[src/rtl/led_counter_param.sv]
`timescale 1ns/1ps
`default_nettype none
// ============================================================================
// Module   : led_counter_param
// Purpose  : Parametrised LED counter. A prescaler divides CLK_50MHz by DIV
//            and produces a one-cycle enable tick plus a 50%-duty divided
//            clock. A WIDTH-bit counter steps only on ticks and supports hold,
//            up, down and load, with wrap or saturate at the boundaries.
//            Everything runs in the CLK_50MHz domain; CLK_OUT is a plain
//            registered output and never clocks a flop.
// Ports    : CLK_50MHz  in           system clock, rising edge
//            Res        in           asynchronous active-low reset
//            EN         in           1 = prescaler runs, 0 = everything frozen
//            MODE       in  [1:0]    00 hold, 01 up, 10 down, 11 load
//            WRAP       in           1 = wrap at boundary, 0 = saturate
//            LOAD_VAL   in  [W-1:0]  value taken in load mode
//            LED        out [W-1:0]  counter value (registered)
//            CLK_OUT    out          divided clock, period DIV (registered)
//            TICK       out          one-cycle pulse per prescaler wrap
//            TC         out          one-cycle terminal-count pulse
// Revision : 1.0 - initial release
// ============================================================================
module led_counter_param #(
  parameter int               WIDTH   = 8,
  parameter int               DIV     = 250,  // even, >= 2
  parameter logic [WIDTH-1:0] RST_VAL = '0
) (
  input  logic             CLK_50MHz,
  input  logic             Res,
  input  logic             EN,
  input  logic [1:0]       MODE,
  input  logic             WRAP,
  input  logic [WIDTH-1:0] LOAD_VAL,
  output logic [WIDTH-1:0] LED,
  output logic             CLK_OUT,
  output logic             TICK,
  output logic             TC
);

  localparam int               CNT_W    = (DIV > 2) ? $clog2(DIV) : 1;
  localparam logic [CNT_W-1:0] CNT_LAST = CNT_W'(DIV - 1);
  localparam logic [CNT_W-1:0] CNT_RISE = CNT_W'(DIV / 2 - 1);
  localparam logic [CNT_W-1:0] CNT_ONE  = CNT_W'(1);
  localparam logic [WIDTH-1:0] LED_MAX  = '1;
  localparam logic [WIDTH-1:0] LED_ONE  = WIDTH'(1);

  localparam logic [1:0] MODE_HOLD = 2'b00;
  localparam logic [1:0] MODE_UP   = 2'b01;
  localparam logic [1:0] MODE_DOWN = 2'b10;
  localparam logic [1:0] MODE_LOAD = 2'b11;

  logic [CNT_W-1:0] cnt_q, cnt_d;
  logic [WIDTH-1:0] led_q, led_d;
  logic             clk_out_q, clk_out_d;
  logic             tick_q, tick_d;
  logic             tc_q, tc_d;
  logic             tick_edge;
  logic             at_max, at_min;

  // A tick edge needs EN high: if EN drops while the count sits at DIV-1,
  // the count parks there and the tick fires on the first enabled edge.
  assign tick_edge = EN && (cnt_q == CNT_LAST);
  assign at_max    = (led_q == LED_MAX);
  assign at_min    = (led_q == '0);

  always_comb begin
    cnt_d     = cnt_q;
    clk_out_d = clk_out_q;
    led_d     = led_q;
    tick_d    = tick_edge;
    tc_d      = 1'b0;

    if (EN) begin
      if (tick_edge) begin
        cnt_d = '0;
      end else begin
        cnt_d = cnt_q + CNT_ONE;
      end
    end

    // Rise at count DIV/2-1, fall on the tick edge: high for DIV/2 cycles.
    // For DIV=2 both conditions alternate, giving a toggle every cycle.
    if (tick_edge) begin
      clk_out_d = 1'b0;
    end else if (EN && (cnt_q == CNT_RISE)) begin
      clk_out_d = 1'b1;
    end

    // MODE, WRAP and LOAD_VAL only matter at the tick edge.
    if (tick_edge) begin
      case (MODE)
        MODE_UP: begin
          tc_d = at_max;
          if (at_max) begin
            led_d = WRAP ? '0 : LED_MAX;
          end else begin
            led_d = led_q + LED_ONE;
          end
        end
        MODE_DOWN: begin
          tc_d = at_min;
          if (at_min) begin
            led_d = WRAP ? LED_MAX : '0;
          end else begin
            led_d = led_q - LED_ONE;
          end
        end
        MODE_LOAD: led_d = LOAD_VAL;
        MODE_HOLD: led_d = led_q;
        default:   led_d = led_q;
      endcase
    end
  end

  always_ff @(posedge CLK_50MHz or negedge Res) begin
    if (!Res) begin
      cnt_q     <= '0;
      led_q     <= RST_VAL;
      clk_out_q <= 1'b0;
      tick_q    <= 1'b0;
      tc_q      <= 1'b0;
    end else begin
      cnt_q     <= cnt_d;
      led_q     <= led_d;
      clk_out_q <= clk_out_d;
      tick_q    <= tick_d;
      tc_q      <= tc_d;
    end
  end

  assign LED     = led_q;
  assign CLK_OUT = clk_out_q;
  assign TICK    = tick_q;
  assign TC      = tc_q;

endmodule
`default_nettype wire

[config.mk]
export PLATFORM = sky130hd
export DESIGN_NAME = led_counter_param
export DESIGN_NICKNAME = d
export VERILOG_FILES = /design/src/rtl/led_counter_param.sv
export SDC_FILE = /design/constraint.sdc
export NUM_CORES = 1
export LEC_CHECK = 0
export ABC_AREA = 0
export CORE_MARGIN = 2
export CORE_UTILIZATION = 49
export CTS_BUF_LIST = sky130_fd_sc_hd__clkbuf_4
export CTS_CLUSTER_SIZE = 40
export DETAILED_ROUTE_END_ITERATION = 10
export PLACE_DENSITY = 0.78
export SYNTH_ARGS = -nofsm -noshare
export SYNTH_HDL_FRONTEND = slang
export SYNTH_SLANG_ARGS = --single-unit
export TNS_END_PERCENT = 20
[constraint.sdc]
create_clock -name CLK_50MHz -period 2 [get_ports CLK_50MHz]
set_input_delay 0.5 -clock CLK_50MHz [delete_from_list [all_inputs] [get_ports CLK_50MHz]]
set_output_delay 0.5 -clock CLK_50MHz [all_outputs]
set_load 0.05 [all_outputs]
Yosys cells after proc, flatten, opt, wreduce, memory -nomap -nowiden
Cells that the tools add are included.
Word-level totals
  register bits after elaboration: 19
  input bits: 14
  output and inout port bits: 11
  word-level logic and storage cells: 31
Operators by class
  add/subtract/negate cells: 3
  equal/unequal tests: 6
  muxes and demuxes: 10
  bitwise logic cells: 1
  reduce and logical (&&, ||, !) cells: 6
Operators with widths (number)
  $mux 8: 5
  $pmux 8 s3: 1
  $add 8x1->8 const B: 2
  $eq 8x8->1 const B: 2
  $eq 8x7->1 const B: 1
  $logic_not 8->1: 1
  $sub 8x1->8 const B: 1
  $eq 2x2->1 const B: 2
  $mux 1: 3
  $eq 2x1->1 const B: 1
  $logic_and 1x1->1: 2
  $logic_not 2->1: 1
  $pmux 1 s2: 1
  $reduce_and 2->1: 1
  $reduce_bool 2->1: 1
  $not 1->1: 1

Depth between registers and ports, before layout
Gate-level depths: netlist of run 1.
  word-level depth: 4
  gate-level depth with buffers: 7
  gate-level depth less buffers: 6

Least setup slack after synthesis of run 1
OpenSTA, ideal clock, no wires.
  kind: flip-flop to flip-flop
  start point: register led_q[0] (netlist: LED[0])
  end point: register led_q[1] (netlist: LED[1])
  library setup time: 0.136 ns
  data arrival time: 2.286 ns
  data required time: 1.864 ns
  path slack: -0.422 ns
  stages on the path, launching flop included: 8
  path buffers: 1
  period minus slack after synthesis: 2.422 ns
  cells stage by stage: dfrtp_1 > clkbuf_1 > inv_1 > ha_1 > or3b_2 > o31a_1 > a221o_1 > a2bb2oi_1
Between the ends
  word-level cells in the longest chain between the ends: 3
  elaborated cells between the ends (all ways): 7
  classes of those cells: 2 x add/sub; 1 x eq/ne; 3 x mux; 1 x reduce/logical
RTL lines
  from (decl): RTL line 53  | logic [WIDTH-1:0] led_q, led_d;
  from (signal assigned): RTL line 124  | led_q <= led_d;
  $sub 8x1->8 (tied with other cells): RTL line 105  | led_d = led_q - LED_ONE;
  $mux 8, on equally long branches: RTL line 102, 94
  $pmux 8 s3 *: RTL line 91  | case (MODE)
Every way passes the cells marked *; elsewhere a longest branch is shown, timed or not.
A chain may end at the register's enable or synchronous reset.

Worst setup path in the final report of run 1
  start point: register led_q[0] (netlist: LED[0])
  end point: register led_q[2] (netlist: LED[2])
The elaborated chain is that of the path after synthesis.

==> results_tabular.tex, run 1 <==
\begin{tabular}{lr}
\hline
Metric & Value \\
\hline
\multicolumn{2}{l}{\textbf{Timing}} \\
Slew Viols, Final & 0 \\
Fraction of the cycle the final worst path needs & 0.9713 \\
Worst slew margin relative to its limit & 0.6542 \\
Hold Violations, Final & 0 \\
Post-route setup slack & 0.05740 ns \\
Endpoints failing setup & 0 \\
Slew of the pin with the lowest slew margin & $\sim$0.52 ns \\
Maximum clock skew at final layout & about 0.011 ns \\
Fmax achieved & slightly above 0.5 GHz \\
Time the worst path needs with I/O delays and setup & approximately 1.9 ns \\
\multicolumn{2}{l}{\textbf{Floorplanning}} \\
Effective utilization at floorplan & 0.5223 \\
Io pins & 25 \\
Vertical die dimension & between 50 and 60 um \\
Total die area & approximately 0.0034 mm\^{}2 \\
Core region area & 0.002781 mm\^{}2 \\
Die X-Extent & between 50 and 60 um \\
Number of cell rows & 19 \\
\multicolumn{2}{l}{\textbf{Global routing}} \\
Global-route wire length before repair & between 6000 and 7000 um \\
Global-route usage over all layers & 0.2622 \\
Largest net degree at the start of global routing & 20 \\
Initial antenna violation count & 0 \\
Via count of the first global-routing pass & about 1.5k \\
Aggregate global routing overflow & 0 \\
\multicolumn{2}{l}{\textbf{Flow run}} \\
Max-cap check violation count & 0 \\
\multicolumn{2}{l}{\textbf{Synthesis}} \\
Async set or reset register ratio after synthesis & 1.000 \\
Syn\_area\_per\_cell & 8.254 um\^{}2 \\
Yosys cell types & between 40 and 50 \\
Netlist area before placement & 0.001453 mm\^{}2 \\
Syn\_nets & 200 \\
Total number of yosys warnings & 0 \\
Seq/Total Area, Yosys & 0.3273 \\
Dominant cells by area after synthesis & sky130\_fd\_sc\_hd\_\_dfrtp\_1, sky130\_fd\_sc\_hd\_\_ha\_1, sky130\_fd\_sc\_hd\_\_o21ai\_0 \\
Cell taking the most area after synthesis & sky130\_fd\_sc\_hd\_\_dfrtp\_1 \\
Area share of the largest cell type after synthesis & 0.3273 \\
Flops \& latches, synth & 19 \\
Cells after Synth & 176 \\
Primary flip-flop cell chosen by synthesis mapping & sky130\_fd\_sc\_hd\_\_dfrtp\_1 \\
Post-synth EDFFs & 0 \\
\multicolumn{2}{l}{\textbf{Worst setup path}} \\
CP max-delay cell & sky130\_fd\_sc\_hd\_\_dfrtp\_2 \\
Required time at the worst-slack endpoint & between 2 and 2.5 ns \\
Crit path cell chain & inv\_6 -> ha\_4 -> or3b\_4 -> o31a\_1 -> buf\_4 -> a22oi\_2 -> a31oi\_1 \\
CP Capture Type & flop \\
Signal arrival time at the worst endpoint & $\sim$2.1 ns \\
Critical Path Max Stage Delay & between 0.4 and 0.5 ns \\
Max FO, Critical Path & 6 \\
Kind of start point of the critical path & flop \\
Kind of critical path & reg2reg \\
\multicolumn{2}{l}{\textbf{Power}} \\
Switching pwr & about 320 uW \\
Maximum VDD drop & $\sim$0.61 mV \\
Power Density & a little under 500 mW/mm\^{}2 \\
Share of total power in the clock network & 0.225 \\
Internal Power & roughly 620 uW \\
Combinational cell fraction of total power & 0.242 \\
Relative contribution of sequential cells to total power & 0.534 \\
Switching part of the total power & 0.3412 \\
Final total power & roughly 940 uW \\
P\_leak & 0.8645 nW \\
\multicolumn{2}{l}{\textbf{Clocking}} \\
Postcts setup bufs & 0 \\
Cts bufs inserted & 3 \\
Hold bufs inserted after CTS & 0 \\
Clock buffer depth & 2 \\
Count of H-tree levels built during CTS & 1 \\
Clock insertion delay at the later pin of the skew report & approximately 0.32 ns \\
Cell at the root of the clock tree & sky130\_fd\_sc\_hd\_\_clkbuf\_4 \\
Total number of clock tree sinks & 19 \\
Resized Gates After CTS & 0 \\
Clock transition time at the flip-flop clock pins of the worst setup and hold paths & 0.13 ns \\
TritonCTS clock tree & done \\
\multicolumn{2}{l}{\textbf{Drt}} \\
Wire length reported by the detailed router & around 4300 um \\
Drc violations & 0 \\
Detailed-router iteration count before antenna repair & 4 \\
Vias post-DR & $\sim$1.6k \\
Detail-routed via count per cell & about 6.5 \\
Detailed router's first-iteration violation count & 91 \\
Number of nets with antenna violations after detailed routing & 0 \\
Average wire length per cell after detail routing & about 17 um \\
\multicolumn{2}{l}{\textbf{Final layout}} \\
Nets & between 200 and 250 \\
Most frequent standard cell in the layout excluding fill and tap cells & sky130\_fd\_sc\_hd\_\_buf\_4 \\
Final cell count without fillers & around 250 \\
Layout Area Growth over Synthesis & 34.97\% \\
Fraction of final layout cells sized beyond drive strength 1 & 0.2431 \\
Antenna diodes & 0 \\
Finished Cell Area & slightly below 0.002 mm\^{}2 \\
Leading cell types in the layout, fill and taps excluded & sky130\_fd\_sc\_hd\_\_buf\_4, sky130\_fd\_sc\_hd\_\_dfrtp\_1, sky130\_fd\_sc\_hd\_\_nor2\_1, sky130\_fd\_sc\_hd\_\_o21ai\_0, sky130\_fd\_sc\_hd\_\_clkdlybuf4s50\_1 \\
\multicolumn{2}{l}{\textbf{Place}} \\
Global placement routability congestion & $\sim$1.1 \\
Total placed cells including tap cells & about 250 \\
Worst slack at placement & -0.3181 ns \\
IO Port Bufs & 24 \\
Post-DP Area & 0.001911 mm\^{}2 \\
HPWL after DPL & between 3000 and 4000 um \\
\multicolumn{2}{l}{\textbf{Run status}} \\
Result of the run & finished clean \\
\multicolumn{2}{l}{\textbf{Min path}} \\
Worst hold path type & in2async \\
\hline
\end{tabular}
-- state kept, by name (all words and copies together), names as in the netlist --
signal and flops:
LED 8, cnt_q 8, CLK_OUT 1, TC 1, TICK 1
-- cell families after synthesis --
family                   share of synthesized area
AND/OR/NAND/NOR                             0.2257
AO/OA/AOI/OAI                               0.2636
buffers and inverters                      0.06116
flip-flops                                  0.3273
adder cells (fa/ha/maj)                    0.08613
XOR/XNOR                                   0.03618
-- per-layer routing --
metal | part of all wire | global-route usage
met5 | 0 | 0
met4 | 0.022 | 0.07641
met3 | 0.097 | 0.03736
met2 | 0.46 | 0.4205
met1 | 0.42 | 0.3682
-- worst max-delay path, delay by kind of cell, from the launching register on --
| family | cells | cell delay (ns) |
|---|---|---|
| AO/OA/AOI/OAI | 3 | 0.57 |
| AND/OR/NAND/NOR | 1 | 0.41 |
| buffers and inverters | 2 | 0.24 |
| flip-flops | 1 | 0.45 |
| adder cells (fa/ha/maj) | 1 | 0.14 |
-- metrics by stage --
stage	utilization	hold WS, ns	TNS (ns)
2_1_floorplan	-	0.2044	-0.3049
3_3_place_gp	0.6869	0.4803	-1.705
3_5_place_dp	0.6869	0.4850	-2.179
4_1_cts	0.6968	0.5087	0
5_1_grt	0.7049	0.5167	-0.02151
6_report	0.7049	0.5034	0
-- final timing paths --
kind                       cells after the start        to    start  slack (ns)
min in group CLK_50MHz                         1   CLK_OUT  CLK_OUT        0.51
max                                            7    LED[2]   LED[0]        0.06
min                                            2    LED[6]      Res        0.50
min reg2reg                                    1   CLK_OUT  CLK_OUT        0.51
max reg2reg                                    7    LED[2]   LED[0]        0.06
max in group asynchronous                      2  cnt_q[4]      Res        1.27
-- Yosys cell counts (2+ instances only) --
library cell               count
sky130_fd_sc_hd__a21oi_1       9
sky130_fd_sc_hd__a22oi_1       2
sky130_fd_sc_hd__a31oi_1       9
sky130_fd_sc_hd__buf_2         2
sky130_fd_sc_hd__clkbuf_1     10
sky130_fd_sc_hd__dfrtp_1      19
sky130_fd_sc_hd__ha_1         10
sky130_fd_sc_hd__inv_1         8
sky130_fd_sc_hd__nand2_1      10
sky130_fd_sc_hd__nand3_1       7
sky130_fd_sc_hd__nand4_1       4
sky130_fd_sc_hd__nand4b_1      3
sky130_fd_sc_hd__nor2_1       16
sky130_fd_sc_hd__nor3_1        2
sky130_fd_sc_hd__nor3b_1       2
sky130_fd_sc_hd__nor4_1        2
sky130_fd_sc_hd__nor4b_1       2
sky130_fd_sc_hd__o211ai_1      5
sky130_fd_sc_hd__o21ai_0      14
sky130_fd_sc_hd__o31ai_1       4
sky130_fd_sc_hd__or3_1         5
sky130_fd_sc_hd__or4_1         2
sky130_fd_sc_hd__xnor2_1       2
sky130_fd_sc_hd__xor2_1        4
-- power groups by stage --
stage / clock [mW] / combinational, mW / sequential (mW)
after floorplan: 0 / 0.120 / 0.504
after global placement: 0 / 0.207 / 0.505
after detailed placement: 0 / 0.223 / 0.507
after CTS: 0.216 / 0.224 / 0.500
after global routing: 0.236 / 0.252 / 0.509
final: 0.212 / 0.228 / 0.503
-- final cells by class --
class / count / area, um^2
Clock buffer: 3 / 22.52
Clock inverter: 1 / 5.005
Fill cell: 220 / 820.8
Inverter: 8 / 37.54
Multi-Input combinational cell: 135 / 923.4
Sequential cell: 19 / 478.0
Tap cell: 31 / 38.79
Timing Repair Buffer: 52 / 455.4
No activity file was read; power rests on OpenSTA's default activity.
==> run 2: changes to the inputs <==
- CELL_PAD_IN_SITES_DETAIL_PLACEMENT: unset -> 0
- CELL_PAD_IN_SITES_GLOBAL_PLACEMENT: unset -> 1
- CORE_MARGIN: 2 -> 5
- CORE_UTILIZATION: 49 -> 37
- HOLD_SLACK_MARGIN: unset -> 0.12
- PLACE_DENSITY: 0.78 -> unset
- PLACE_DENSITY_LB_ADDON: unset -> 0.1
==> results_tabular.tex, run 2 (synthesis results as in run 1) <==
\begin{tabular}{lr}
\hline
Metric & Value \\
\hline
\multicolumn{2}{l}{\textbf{Timing}} \\
Worst slew margin relative to its limit & 0.6624 \\
Slew Viols, Final & 0 \\
Fmax achieved & slightly above 0.5 GHz \\
Maximum clock skew at final layout & 0.003836 ns \\
Time the worst path needs with I/O delays and setup & between 1.5 and 2 ns \\
Endpoints failing setup & 0 \\
Slew of the pin with the lowest slew margin & between 0.5 and 0.6 ns \\
Hold slack & approximately 0.5 ns \\
Post-route setup TNS & 0 ns \\
Hold Violations, Final & 0 \\
Fraction of the cycle the final worst path needs & 0.9713 \\
\multicolumn{2}{l}{\textbf{Clocking}} \\
Clock transition time at the flip-flop clock pins of the worst setup and hold paths & 0.13 ns \\
Clock buffer depth & 2 \\
Total number of clock tree sinks & 19 \\
Count of H-tree levels built during CTS & 1 \\
Clock insertion delay at the later pin of the skew report & $\sim$0.31 ns \\
Cell at the root of the clock tree & sky130\_fd\_sc\_hd\_\_clkbuf\_4 \\
Cts bufs inserted & 3 \\
TritonCTS clock tree & done \\
\multicolumn{2}{l}{\textbf{Power}} \\
Relative contribution of sequential cells to total power & 0.532 \\
Switching pwr & approximately 320 uW \\
Maximum VDD drop & approximately 0.38 mV \\
Internal Power & a little over 600 uW \\
Share of total power in the clock network & 0.231 \\
P\_leak & 0.8832 nW \\
Power Density & 477.6 mW/mm\^{}2 \\
Final total power & 947.3 uW \\
Switching part of the total power & 0.3423 \\
Combinational cell fraction of total power & 0.237 \\
\multicolumn{2}{l}{\textbf{Drt}} \\
Detail-routed via count per cell & $\sim$5.7 \\
Average wire length per cell after detail routing & between 15 and 20 um \\
Wire length reported by the detailed router & approximately 4400 um \\
Detailed-router iteration count before antenna repair & 6 \\
Drc violations & 0 \\
Number of nets with antenna violations after detailed routing & 0 \\
Detailed router's first-iteration violation count & 194 \\
Vias post-DR & between 1.5k and 2k \\
\multicolumn{2}{l}{\textbf{Floorplanning}} \\
Vertical die dimension & between 70 and 80 um \\
Core region area & 0.003744 mm\^{}2 \\
Io pins & 25 \\
Die X-Extent & between 70 and 80 um \\
Number of cell rows & 22 \\
Effective utilization at floorplan & 0.3880 \\
Total die area & 0.005279 mm\^{}2 \\
\multicolumn{2}{l}{\textbf{Final layout}} \\
Nets & between 200 and 250 \\
Leading cell types in the layout, fill and taps excluded & sky130\_fd\_sc\_hd\_\_buf\_4, sky130\_fd\_sc\_hd\_\_dfrtp\_1, sky130\_fd\_sc\_hd\_\_nor2\_1, sky130\_fd\_sc\_hd\_\_o21ai\_0, sky130\_fd\_sc\_hd\_\_clkdlybuf4s50\_1 \\
Share of the core filled with cells in the final layout & 0.5297 \\
Fraction of final layout cells sized beyond drive strength 1 & 0.2374 \\
Finished Cell Area & about 0.0020 mm\^{}2 \\
Most frequent standard cell in the layout excluding fill and tap cells & sky130\_fd\_sc\_hd\_\_buf\_4 \\
Antenna diodes & 0 \\
Layout Area Growth over Synthesis & 36.52\% \\
\multicolumn{2}{l}{\textbf{Global routing}} \\
Initial antenna violation count & 0 \\
Aggregate global routing overflow & 0 \\
Global-route wire length before repair & about 7200 um \\
Largest net degree at the start of global routing & 20 \\
Global-route usage over all layers & 0.1705 \\
Via count of the first global-routing pass & approximately 1.4k \\
\multicolumn{2}{l}{\textbf{Run status}} \\
Result of the run & finished clean \\
\multicolumn{2}{l}{\textbf{Place}} \\
Post-DP Area & approximately 0.0019 mm\^{}2 \\
Global placement routability congestion & between 0.9 and 1 \\
HPWL after DPL & $\sim$3300 um \\
IO Port Bufs & 24 \\
\multicolumn{2}{l}{\textbf{Worst setup path}} \\
Kind of start point of the critical path & flop \\
Signal arrival time at the worst endpoint & 2.16 ns \\
Depth of the most critical reg-to-reg path & 6 \\
Required time at the worst-slack endpoint & 2.22 ns \\
Kind of critical path & reg2reg \\
Max FO, Critical Path & 6 \\
CP Capture Type & flop \\
\multicolumn{2}{l}{\textbf{Flow run}} \\
Max-cap check violation count & 0 \\
\multicolumn{2}{l}{\textbf{Min path}} \\
Hold Path Cell Cnt & 1 \\
Worst hold path type & reg2reg \\
\hline
\end{tabular}
[run 2: changes by cell type in the layout (fill, tap and decap cells not counted)]
| cell | change |
|---|---|
| sky130_fd_sc_hd__a22oi_1 | +1 |
| sky130_fd_sc_hd__a22oi_2 | -1 |
| sky130_fd_sc_hd__a31oi_1 | +1 |
| sky130_fd_sc_hd__a31oi_2 | -1 |
| sky130_fd_sc_hd__buf_4 | +1 |
| sky130_fd_sc_hd__clkdlybuf4s50_1 | -1 |
| sky130_fd_sc_hd__clkinv_2 | -1 |
| sky130_fd_sc_hd__clkinvlp_4 | +1 |
| sky130_fd_sc_hd__dlymetal6s2s_1 | +1 |
[run 2: path summary, 6_finish.rpt]
kind	from	to	slack [ns]
max	LED[0]	LED[1]	0.06
min	CLK_OUT	CLK_OUT	0.51
max reg2reg	LED[0]	LED[1]	0.06
min reg2reg	CLK_OUT	CLK_OUT	0.51
max in group asynchronous	Res	LED[1]	1.25
min in group asynchronous	Res	cnt_q[0]	0.52
[run 2: per-layer routing]
layer | track usage | up-vias | routed length [um]
li1 | - | 746 | -
met1 | 0.2576 | 690 | 1946
met2 | 0.2505 | 93 | 1866
met3 | 0.02617 | 6 | 504
met4 | 0.04508 | 0 | 37
met5 | 0 | - | 0
[run 2: worst max-delay path: stages, from the launching register on]
cell and delay [ns]:
sky130_fd_sc_hd__dfrtp_2 0.46, sky130_fd_sc_hd__inv_6 0.08, sky130_fd_sc_hd__ha_4 0.14, sky130_fd_sc_hd__or3b_4 0.40, sky130_fd_sc_hd__o31a_1 0.32, sky130_fd_sc_hd__a221o_1 0.30
sky130_fd_sc_hd__a2bb2oi_1 0.13
[run 2: timing repair]
item                       in CTS  in global routing
hold buffers                    0                  0
setup endpoints to repair       0                  7
resized for setup               0                  4
setup buffers                   0                  0
[run 2: final cells by class]
cell class / instances / area [um^2]
Clock buffer: 3 / 22.52
Clock inverter: 1 / 7.507
Fill cell: 379 / 1760
Inverter: 8 / 37.54
Multi-Input combinational cell: 135 / 912.1
Sequential cell: 19 / 478.0
Tap cell: 48 / 60.06
Timing Repair Buffer: 53 / 465.4
[run 2: stage by stage]
stage / cells / worst slack [ns]
4_1_cts: 267 / 0.01563
3_5_place_dp: 263 / -0.3102
6_report: 267 / 0.05746
3_3_place_gp: 263 / -0.2738
2_1_floorplan: 176 / -0.1632
5_1_grt: 267 / -0.003530
[run 2: power groups by stage]
stage	logic, mW	clock network, mW	registers, mW
6_report	0.224	0.219	0.504
5_1_grt	0.251	0.248	0.513
4_1_cts	0.224	0.230	0.502
3_5_place_dp	0.222	0	0.510
3_3_place_gp	0.214	0	0.504
2_1_floorplan	0.120	0	0.504
==> run 3: changes to the inputs <==
- SETUP_SLACK_MARGIN: unset -> 0.05
==> results_tabular.tex, run 3 (synthesis results as in run 1) <==
\begin{tabular}{lr}
\hline
Metric & Value \\
\hline
\multicolumn{2}{l}{\textbf{Final layout}} \\
Leading cell types in the layout, fill and taps excluded & sky130\_fd\_sc\_hd\_\_buf\_4, sky130\_fd\_sc\_hd\_\_dfrtp\_1, sky130\_fd\_sc\_hd\_\_nor2\_1, sky130\_fd\_sc\_hd\_\_o21ai\_0, sky130\_fd\_sc\_hd\_\_clkdlybuf4s50\_1 \\
Layout Area Growth over Synthesis & 36.87\% \\
Finished Cell Area & 0.001988 mm\^{}2 \\
Share of the core filled with cells in the final layout & 0.5311 \\
Most frequent standard cell in the layout excluding fill and tap cells & sky130\_fd\_sc\_hd\_\_buf\_4 \\
Antenna diodes & 0 \\
Number of filler cells placed in the layout & about 380 \\
Fraction of final layout cells sized beyond drive strength 1 & 0.2420 \\
Nets & 244 \\
\multicolumn{2}{l}{\textbf{Drt}} \\
Detail-routed via count per cell & 5.798 \\
Wire length reported by the detailed router & between 4000 and 5000 um \\
Detailed router's first-iteration violation count & 144 \\
Detailed-router iteration count before antenna repair & 5 \\
Drc violations & 0 \\
Average wire length per cell after detail routing & approximately 16 um \\
Vias post-DR & approximately 1.5k \\
Number of nets with antenna violations after detailed routing & 0 \\
\multicolumn{2}{l}{\textbf{Timing}} \\
Endpoints failing setup & 0 \\
Fmax achieved & approximately 0.52 GHz \\
Fraction of the cycle the final worst path needs & 0.9604 \\
RSZ-0062 raised after global routing & true \\
Slew Viols, Final & 0 \\
Post-route setup slack & between 0.07 and 0.08 ns \\
Slew of the pin with the lowest slew margin & just over 0.5 ns \\
Maximum clock skew at final layout & slightly above 0.008 ns \\
Worst slew margin relative to its limit & 0.6624 \\
Time the worst path needs with I/O delays and setup & slightly below 2 ns \\
Hold Violations, Final & 0 \\
\multicolumn{2}{l}{\textbf{Floorplanning}} \\
Number of cell rows & 22 \\
Die X-Extent & between 70 and 80 um \\
Vertical die dimension & approximately 73 um \\
Io pins & 25 \\
Effective utilization at floorplan & 0.3880 \\
Core region area & roughly 0.0037 mm\^{}2 \\
Total die area & roughly 0.0053 mm\^{}2 \\
\multicolumn{2}{l}{\textbf{Power}} \\
Maximum VDD drop & 0.3797 mV \\
Internal Power & just over 600 uW \\
Switching pwr & $\sim$320 uW \\
Combinational cell fraction of total power & 0.235 \\
Relative contribution of sequential cells to total power & 0.531 \\
Switching part of the total power & 0.3418 \\
Share of total power in the clock network & 0.233 \\
P\_leak & roughly 0.88 nW \\
Final total power & about 950 uW \\
Power Density & 475.9 mW/mm\^{}2 \\
\multicolumn{2}{l}{\textbf{Place}} \\
HPWL after DPL & about 3300 um \\
Worst slack at placement & -0.3102 ns \\
Post-DP Area & approximately 0.0019 mm\^{}2 \\
Global placement routability congestion & 0.9006 \\
IO Port Bufs & 24 \\
\multicolumn{2}{l}{\textbf{Global routing}} \\
Global-route wire length before repair & about 7200 um \\
Aggregate global routing overflow & 0 \\
Global-route usage over all layers & 0.1705 \\
Initial antenna violation count & 0 \\
Largest net degree at the start of global routing & 20 \\
Via count of the first global-routing pass & between 1k and 1.5k \\
\multicolumn{2}{l}{\textbf{Worst setup path}} \\
Reg2reg setup slack & between 0.07 and 0.08 ns \\
Signal arrival time at the worst endpoint & between 2 and 2.5 ns \\
End of the worst register-to-register path & LED[1] \\
Last element of the critical path & LED[1] \\
CP max-delay cell & sky130\_fd\_sc\_hd\_\_dfrtp\_2 \\
Start of the worst register-to-register path & LED[1] \\
Kind of critical path & reg2reg \\
Critical Path Max Stage Delay & 0.45 ns \\
Required time at the worst-slack endpoint & 2.22 ns \\
Max FO, Critical Path & 6 \\
Kind of start point of the critical path & flop \\
Crit. Startpoint & LED[1] \\
Crit path cell chain & inv\_4 -> ha\_4 -> or3b\_4 -> o31a\_1 -> a221o\_1 -> a2bb2oi\_1 \\
Depth of the most critical reg-to-reg path & 6 \\
CP Capture Type & flop \\
\multicolumn{2}{l}{\textbf{Clocking}} \\
Clock buffer depth & 2 \\
TritonCTS clock tree & done \\
Clock insertion delay at the later pin of the skew report & between 0.3 and 0.4 ns \\
Postcts setup bufs & 0 \\
Cts bufs inserted & 3 \\
Total number of clock tree sinks & 19 \\
Count of H-tree levels built during CTS & 1 \\
Clock transition time at the flip-flop clock pins of the worst setup and hold paths & 0.13 ns \\
Cell at the root of the clock tree & sky130\_fd\_sc\_hd\_\_clkbuf\_4 \\
\multicolumn{2}{l}{\textbf{Flow run}} \\
Max-cap check violation count & 0 \\
\multicolumn{2}{l}{\textbf{Min path}} \\
Worst hold path type & in2async \\
\multicolumn{2}{l}{\textbf{Run status}} \\
Result of the run & finished clean \\
\hline
\end{tabular}
run 3: changes by cell type in the layout (fill, tap and decap cells not counted):
cell	previous run	this run
sky130_fd_sc_hd__clkdlybuf4s50_1	13	12
sky130_fd_sc_hd__clkinv_4	0	1
sky130_fd_sc_hd__dlygate4sd2_1	0	1
sky130_fd_sc_hd__inv_6	1	0
sky130_fd_sc_hd__nor4b_1	2	1
sky130_fd_sc_hd__nor4b_2	0	1
run 3: layout make-up:
cell class	count	area (um^2)	share of cell area
Inverter	8	37.54	0.01888
Sequential cell	19	478.0	0.2404
Timing Repair Buffer	53	464.2	0.2335
Clock buffer	3	22.52	0.01133
Tap cell	48	60.06	0.03021
Clock inverter	1	7.507	0.003776
Multi-Input combinational cell	135	918.4	0.4619
run 3: layer usage:
metal | global-route usage | vias up | share of wire
li1 | - | 742 | -
met1 | 0.2576 | 711 | 0.45
met2 | 0.2505 | 86 | 0.43
met3 | 0.02617 | 9 | 0.11
met4 | 0.04508 | 0 | 0.0092
met5 | 0 | - | 0
run 3: through the flow:
| stage | hold WS [ns] | setup TNS (ns) | instances |
|---|---|---|---|
| after floorplan | 0.2044 | -0.3049 | 176 |
| after global placement | 0.4758 | -1.638 | 263 |
| after detailed placement | 0.4807 | -1.966 | 263 |
| after CTS | 0.5112 | 0 | 267 |
| after global routing | 0.5330 | 0 | 267 |
| final | 0.5060 | 0 | 267 |
run 3: worst min-delay path by stage:
stage | depth (start not counted) | startpoint | end
finish | 2 | Res | LED[5]
global route | 2 | Res | cnt_q[0]
CTS | 1 | CLK_OUT | CLK_OUT
detailed placement | 1 | CLK_OUT | CLK_OUT
global placement | 1 | CLK_OUT | CLK_OUT
floorplan | 0 | Res | CLK_OUT
run 3: worst max-delay path, delay by kind of cell (launching register included):
kind	cells	cell delay [ns]
adders and majority gates	1	0.14
AOI/OAI and AO/OA	3	0.75
DFF	1	0.45
and+or+nand+nor	1	0.40
buffers and inverters	1	0.08
run 3: power groups by stage:
stage	Combinational, mW	Clock (mW)	Sequential, mW
global placement	0.214	0	0.504
detailed placement	0.222	0	0.510
finish	0.223	0.221	0.503
global route	0.250	0.248	0.513
CTS	0.224	0.230	0.502
floorplan	0.120	0	0.504
run 3: repair_timing:
item / 4_1_cts / 5_1_grt
pin swaps: 0 / 3
hold buffers: 0 / 0
resized for setup: 1 / 6
setup endpoints to repair: 3 / 8
gates cloned: 0 / 0
